## src/rtl/memory_arbiter.sv

```systemverilog
// Sequential arbiter sharing one single-ported RAM between instruction fetch and data access.
// Data has priority; a saturating starvation counter forces a fetch after STARVE_MAX data grants.
module memory_arbiter #(
    parameter int unsigned STARVE_MAX = 4
) (
    input  logic        CLK,
    input  logic        RST,
    input  logic        iREN,
    input  logic [31:0] iaddr,
    output logic [31:0] iload,
    output logic        ihit,
    input  logic        dREN,
    input  logic        dWEN,
    input  logic [31:0] daddr,
    input  logic [31:0] dstore,
    output logic [31:0] dload,
    output logic        dhit,
    output logic        ramREN,
    output logic        ramWEN,
    output logic [31:0] ramaddr,
    output logic [31:0] ramstore,
    input  logic [31:0] ramload,
    input  logic        ramready,
    output logic [1:0]  gnt
);

    typedef enum logic [2:0] {
        IDLE,
        IACC,
        DACC,
        IRESP,
        DRESP
    } state_t;

    localparam logic [3:0] STARVE_LIM = 4'(STARVE_MAX);
    localparam logic [1:0] GNT_NONE   = 2'b00;
    localparam logic [1:0] GNT_INSTR  = 2'b01;
    localparam logic [1:0] GNT_DATA   = 2'b10;

    state_t      state_q;
    logic [3:0]  starve_q, starve_d;
    logic        ramREN_q, ramWEN_q;
    logic [31:0] ramaddr_q, ramstore_q;
    logic [31:0] iload_q, dload_q;
    logic        ihit_q, dhit_q;
    logic [1:0]  gnt_q;

    logic        d_req;
    logic        i_forced;
    logic        dgrant;
    logic        igrant;

    function automatic logic [3:0] sat_inc(input logic [3:0] v);
        return (v >= STARVE_LIM) ? STARVE_LIM : v + 4'd1;
    endfunction

    always_comb begin
        d_req    = dREN | dWEN;
        i_forced = iREN && (starve_q == STARVE_LIM);
        dgrant   = (state_q == IDLE) && d_req && !i_forced;
        igrant   = (state_q == IDLE) && !dgrant && iREN;
        starve_d = starve_q;
        // The counter only moves on IDLE decisions; a stalled fetch counts data grants it lost.
        if (state_q == IDLE) begin
            if (igrant || !iREN) begin
                starve_d = 4'd0;
            end else if (dgrant) begin
                starve_d = sat_inc(starve_q);
            end
        end
    end

    always_ff @(posedge CLK) begin
        if (RST) begin
            state_q    <= IDLE;
            starve_q   <= 4'd0;
            ramREN_q   <= 1'b0;
            ramWEN_q   <= 1'b0;
            ramaddr_q  <= 32'd0;
            ramstore_q <= 32'd0;
            iload_q    <= 32'd0;
            dload_q    <= 32'd0;
            ihit_q     <= 1'b0;
            dhit_q     <= 1'b0;
            gnt_q      <= GNT_NONE;
        end else begin
            starve_q <= starve_d;
            ihit_q   <= 1'b0;
            dhit_q   <= 1'b0;
            case (state_q)
                IDLE: begin
                    if (dgrant) begin
                        // Write wins when both dREN and dWEN are raised.
                        state_q    <= DACC;
                        ramaddr_q  <= daddr;
                        ramstore_q <= dstore;
                        ramWEN_q   <= dWEN;
                        ramREN_q   <= ~dWEN;
                        gnt_q      <= GNT_DATA;
                    end else if (igrant) begin
                        state_q   <= IACC;
                        ramaddr_q <= iaddr;
                        ramWEN_q  <= 1'b0;
                        ramREN_q  <= 1'b1;
                        gnt_q     <= GNT_INSTR;
                    end else begin
                        gnt_q <= GNT_NONE;
                    end
                end
                IACC: begin
                    if (ramready) begin
                        state_q  <= IRESP;
                        iload_q  <= ramload;
                        ramREN_q <= 1'b0;
                        ihit_q   <= iREN;
                    end
                end
                DACC: begin
                    if (ramready) begin
                        state_q <= DRESP;
                        if (!ramWEN_q) begin
                            dload_q <= ramload;
                        end
                        ramREN_q <= 1'b0;
                        ramWEN_q <= 1'b0;
                        dhit_q   <= d_req;
                    end
                end
                IRESP, DRESP: begin
                    state_q <= IDLE;
                    gnt_q   <= GNT_NONE;
                end
                default: begin
                    state_q  <= IDLE;
                    ramREN_q <= 1'b0;
                    ramWEN_q <= 1'b0;
                    gnt_q    <= GNT_NONE;
                end
            endcase
        end
    end

    assign iload    = iload_q;
    assign ihit     = ihit_q;
    assign dload    = dload_q;
    assign dhit     = dhit_q;
    assign ramREN   = ramREN_q;
    assign ramWEN   = ramWEN_q;
    assign ramaddr  = ramaddr_q;
    assign ramstore = ramstore_q;
    assign gnt      = gnt_q;

endmodule

```

## config.mk

```make
export PLATFORM = sky130hd
export DESIGN_NAME = memory_arbiter
export DESIGN_NICKNAME = d
export VERILOG_FILES = /design/src/rtl/memory_arbiter.sv
export SDC_FILE = /design/constraint.sdc
export NUM_CORES = 1
export LEC_CHECK = 0
export CAP_MARGIN = 20
export CORE_AREA = 2 2 147 149
export DETAILED_ROUTE_END_ITERATION = 10
export DIE_AREA = 0 0 149 151
export PLACE_DENSITY = 0.61
export SLEW_MARGIN = 20
export SYNTH_ARGS = -nofsm -noshare
export SYNTH_HDL_FRONTEND = slang
export SYNTH_SLANG_ARGS = --single-unit
export TNS_END_PERCENT = 100
```

## constraint.sdc

```tcl
create_clock -name CLK -period 1.8 [get_ports CLK]
set_input_delay 0.27 -clock CLK [delete_from_list [all_inputs] [get_ports CLK]]
set_output_delay 0.27 -clock CLK [all_outputs]
set_load 0.005 [all_outputs]
```

==> flow_summary.toml, run 1 <==
[clocking]
postCtsResizedCells = 0
clock_latency_ns = 0.41
postCtsSetupRepairBufs = 0
cts_tree = "yes"
cts_buffer_depth = 2
clk_pin_slew_ns = 0.06
numCtsBuffers = 17
cts_sinks = 141
h-tree-depth = 4
ctsHoldBuffers = 0
root_buffer = "clkbuf_16"

[finish]
nets = 1075
diodes = 0
final_common_cell = "clkdlybuf4s50_1"
design_area_um2 = 9100
final_cell_mix = "266 x clkdlybuf4s50_1, 235 x nand2_1, 141 x dfxtp_1"
fillCellCount = 2116
area_growth_pct = 70.9
post-route-util_pct = 43.7
drive_gt1_share_pct = 8.09

[pwr]
clkPwrFrac_pct = 43.4
power_density_nw_per_um2 = 957
ir_worst_vdd_v = 0.000540
p_leak_nw = 3.34
intPower_mw = 6.57
p_switching_mw = 2.14
swShare_pct = 24.6
comb_power_share_pct = 17.1
seq_power_share_pct = 39.5

[timing]
fin_worst_skew_ns = 0.0112
fmax_ghz = 0.601
min_period_ns = 1.66
period_share_pct = 92.4
rsz0062_at_grt = "no"
finalHoldViolCount = 0
finalSetupViolations = 0
slew_headroom_pct = 73.0
tightest_slew_ns = 0.405
drv_slew = 0

[synthesis]
synth_warnings = 0
synthFlopType = "dfxtp_1"
synthCells = 672
synth_seq_area_share_pct = 53.0
synth.cell_area_um2 = 5320
synth-edff-count = 0
synth_cell_type_count = 36
avgSynthCellArea_um2 = 7.92
async_reset_ff_share_pct = 0
ys_seq_elements = 141
syn_nets = 808

[run]
cap_violations = 0

[die]
rows = 53
io_pins = 268
start_util_pct = 25.6
core_um2 = 20800
die_h_um = 151
dieArea_um2 = 22500
die_width_um = 149

[routing]
vias = 5493
firstDrtPassIters = 4
postRouteAntennaNets = 0
wl_per_cell_um = 14.2
viasPerCell = 4.48
wl_um = 17400
drc_errors = 0
detail_route.iter0.violations = 194

[critical_path]
critPathKind = "reg2out"
slowest_stage = "clkdlybuf4s50_1"
cp-start-kind = "flip-flop"
critPathMaxFanout = 3
cp_data_required_time_ns = 1.53
crit_family = "buffers and inverters"
crit_chain = "buf_4 -> clkdlybuf4s50_1"
cpPeakStageDelay_ns = 0.55
cp-end-kind = "output pin"
reg2reg_slack_ns = 0.16
critPathBufInv = 2
arrival_ns = 1.39

[placed_design]
placed_area_um2 = 8470
place.gp.congestion = 0.748
port_buffers = 267
hpwl_um = 12000

[global_routing]
grt_pass1_vias = 5417
grt_pass1_wl_um = 27400
antenna_found_initial = 0
grt_max_degree = 68
grt_overflow = 0
grt_usage_pct = 15.3

[min_path]
hold_path_class = "in2reg"

[status]
status = "complete, no violations"
[metal layers]
layer	up-vias	global-route usage, %	routed length, µm
met1	2529	18.5	7450
li1	2771	-	-
met4	0	4.52	279
met2	175	25.8	8300
met5	-	0	0
met3	18	5.30	1330
[power groups by stage]
stage | Combinational (mW) | Clock (mW) | Sequential (mW)
after floorplan | 0.541 | 0 | 3.52
after global placement | 1.51 | 0 | 3.50
after detailed placement | 1.51 | 0 | 3.51
after CTS | 1.52 | 3.92 | 3.44
after global routing | 1.64 | 4.04 | 3.47
final | 1.49 | 3.78 | 3.44
[cell families after synthesis]
family,share of synthesized area [%]
XOR/XNOR,0.165
adder cells (fa/ha/maj),0.470
flip-flops,53.0
AO/OA/AOI/OAI,11.5
AND/OR/NAND/NOR,29.8
buffers and inverters,5.08
[registers in the layout, indices dropped and copies added, names as in the netlist]
register  count
iload        32
ramWEN        1
starve_q      4
ramstore     32
ramREN        1
dload        32
dhit          1
ihit          1
ramaddr      32
state_q       3
gnt           2
[per-stage QoR]
stage	std cells	setup TNS [ns]	hold WS (ns)	power (mW)	worst slack, ns
floorplan	672	0	0.403	4.06	0.237
global placement	1195	-0.00114	0.441	5.01	-0.00114
detailed placement	1195	-0.000128	0.446	5.02	-0.000128
CTS	1227	0	0.162	8.88	0.0891
global route	1227	0	0.184	9.14	0.0173
finish	1227	0	0.183	8.71	0.137
[path summary, 6_finish.rpt]
path	startpoint	end	cells past startpoint
worst max-delay path	ramWEN	ramWEN	2
worst min-delay path	RST	starve_q[0]	2
worst max register to register	starve_q[0]	starve_q[2]	7
worst min register to register	ramstore[11]	ramstore[11]	2
[layout make-up]
| class | instances | area [µm²] | area share (%) |
|---|---|---|---|
| flip-flops and latches | 141 | 2820 | 31.0 |
| clock inverters | 13 | 185 | 2.04 |
| clock buffers | 19 | 443 | 4.87 |
| multi-input cells | 477 | 2240 | 24.6 |
| repair buffers | 300 | 3060 | 33.6 |
| inverters | 2 | 7.51 | 0.0825 |
| well taps | 275 | 344 | 3.78 |
[cell usage after synthesis, types with 2 or more instances]
master | count | share of area [%]
and2_1 | 2 | 0.24
dfxtp_1 | 141 | 53
nor3b_1 | 2 | 0.28
nand4_1 | 2 | 0.24
a311oi_1 | 4 | 0.66
or3_4 | 2 | 0.42
and4b_1 | 2 | 0.38
nand2_1 | 235 | 17
ha_1 | 2 | 0.47
nand3_1 | 88 | 8.3
nor3_4 | 2 | 0.61
buf_2 | 17 | 1.6
o22ai_1 | 2 | 0.24
clkbuf_1 | 27 | 1.9
a21oi_1 | 102 | 9.6
buf_4 | 2 | 0.28
nor4_1 | 3 | 0.35
nor2_1 | 11 | 0.78
inv_1 | 2 | 0.14
nor2b_1 | 2 | 0.24
buf_6 | 5 | 1.1
nor3_1 | 3 | 0.28
Power figures use the tool's default switching activity.
==> run 2, diff against run 1 <==
- ABC_CLOCK_PERIOD_IN_PS: not set -> 1800
==> results of run 2 <==
Final layout, timing and power as in run 1 (identical DEF).
==> run 3, diff against run 2 <==
- ABC_AREA: not set -> 1
- CORE_AREA: 2 2 147 149 -> 2 2 150 152
- DIE_AREA: 0 0 149 151 -> 0 0 152 154
- REMOVE_ABC_BUFFERS: not set -> 1
==> flow_summary.toml, run 3 <==
[status]
status = "complete, no violations"

[routing]
detail_route.iter0.violations = 172
wl_um = 18400
postRouteAntennaNets = 0
wl_per_cell_um = 13.8
drc_errors = 0
vias = 5894
firstDrtPassIters = 4
viasPerCell = 4.41

[finish]
drive_gt1_share_pct = 5.78
nets = 1179
area_growth_pct = 65.0
final_cell_mix = "266 x clkdlybuf4s50_1, 204 x nor2_1, 151 x nand2_1"
final_common_cell = "clkdlybuf4s50_1"
fillCellCount = 2258
post_layout_nonfiller_instances = 1335
diodes = 0
design_area_um2 = 9230
post-route-util_pct = 42.5

[synthesis]
synthAdderAreaFrac_pct = 0.447
yosys-top-cells-count = "204 x nor2_1, 151 x nand2_1, 141 x dfxtp_1, 71 x nand3_1, 57 x o21ai_0"
synth_seq_area_share_pct = 50.5
synth_most_common_cell = "nor2_1"
synth_top_family_by_area = "simple AND/OR/NAND/NOR gates"
synth_simple_gate_area_share_pct = 31.6
muxShareOfSynthArea_pct = 0
netlist.area_leader.share_pct = 50.5
synth.cell_area_um2 = 5590
synthFlopType = "dfxtp_1"
synth_cell_type_count = 21
synth-edff-count = 0
synthCells = 789
synth-xor-area-share_pct = 0
yosysTopAreaCell = "dfxtp_1"
synth.area.top_cells = "dfxtp_1 50%, nor2_1 14%, nand2_1 10%"
synth_compound_area_share_pct = 9.95
async_reset_ff_share_pct = 0
synth_warnings = 0
ys_seq_elements = 141
avgSynthCellArea_um2 = 7.09

[clocking]
postCtsSetupRepairBufs = 0
root_buffer = "clkbuf_16"
cts_sinks = 141
cts_buffer_depth = 2
cts_tree = "yes"
clock_latency_ns = 0.42
ctsHoldBuffers = 0
numCtsBuffers = 17
h-tree-depth = 4
postCtsResizedCells = 0
clk_pin_slew_ns = 0.06

[critical_path]
crit_family = "buffers and inverters"
slowest_stage = "clkdlybuf4s50_1"
cp-end-kind = "output pin"
cpPeakStageDelay_ns = 0.53
cp_data_required_time_ns = 1.53
arrival_ns = 1.35
cp-start-kind = "flip-flop"
critPathMaxFanout = 3
crit_chain = "clkdlybuf4s50_1"
critPathBufInv = 1
critPathKind = "reg2out"

[pwr]
power_density_nw_per_um2 = 1490
ir_worst_vdd_v = 0.000721
p_leak_nw = 3.90

[global_routing]
grt_overflow = 0
antenna_found_initial = 0
grt_pass1_vias = 5585
grt_pass1_wl_um = 28900
grt_usage_pct = 15.3
grt_max_degree = 68

[placed_design]
placed_area_um2 = 8650
port_buffers = 267
place_inst = 1304
place.gp.congestion = 0.783
hpwl_um = 12500

[timing]
slew_headroom_pct = 66.6
period_share_pct = 89.8
tightest_slew_ns = 0.502
fin_worst_skew_ns = 0.0155
rsz0062_at_grt = "no"
drv_slew = 0
min_period_ns = 1.62
fmax_ghz = 0.619
finalHoldViolCount = 0
finalSetupViolations = 0

[die]
rows = 54
die_h_um = 154
io_pins = 268
core_um2 = 21700
die_width_um = 152
start_util_pct = 25.8
dieArea_um2 = 23400

[run]
cap_violations = 0

[min_path]
hold_path_class = "in2reg"
==> run 3: where the power goes <==
group	leakage (nW)	internal, mW	total, mW	switching (mW)
combinational	2.46	2.87	5.65	2.79
clock	0.276	2.08	3.52	1.44
sequential	1.16	4.06	4.54	0.484
total	3.90	9.01	13.7	4.71
==> run 3: final timing paths <==
path,from,to,slack (ns),depth (start not counted)
max,ramWEN,ramWEN,0.18,1
min,RST,state_q[0],0.38,5
max reg2reg,starve_q[0],ramaddr[11],0.24,10
min reg2reg,iload[13],iload[13],0.46,2
==> run 3: kinds of logic (layout without fill, tap and decap cells) <==
family                   after synthesis  after routing
AO/OA/AOI/OAI                        108            108
adder cells (fa/ha/maj)                2              2
buffers and inverters                101            367
flip-flops                           141            141
AND/OR/NAND/NOR                      437            437
==> run 3: layer usage <==
metal  part of all wire, %  GRT usage [%]  vias up
li1                      -              -     2991
met1                    45           18.9     2643
met2                    43           24.5      246
met3                   9.8           6.17       14
met4                   1.4           4.76        0
met5                     0              0        -
==> run 3: layout make-up <==
class	count	area (µm²)	share of cell area, %
well taps	280	350	3.80
clock buffers	18	439	4.76
clock inverters	13	143	1.55
inverters	50	188	2.03
multi-input cells	547	2350	25.5
repair buffers	286	2940	31.8
flip-flops and latches	141	2820	30.6
==> run 3: stage by stage <==
step / total power [mW] / hold WS, ns / setup WS [ns] / TNS, ns
detailed placement: 10.3 / 0.451 / -0.0100 / -0.0186
floorplan: 6.99 / 0.339 / -0.587 / -35.46
global placement: 10.3 / 0.448 / 0.0130 / 0
finish: 13.7 / 0.383 / 0.184 / 0
global route: 14.7 / 0.404 / 0.0921 / 0
CTS: 13.9 / 0.382 / 0.146 / 0
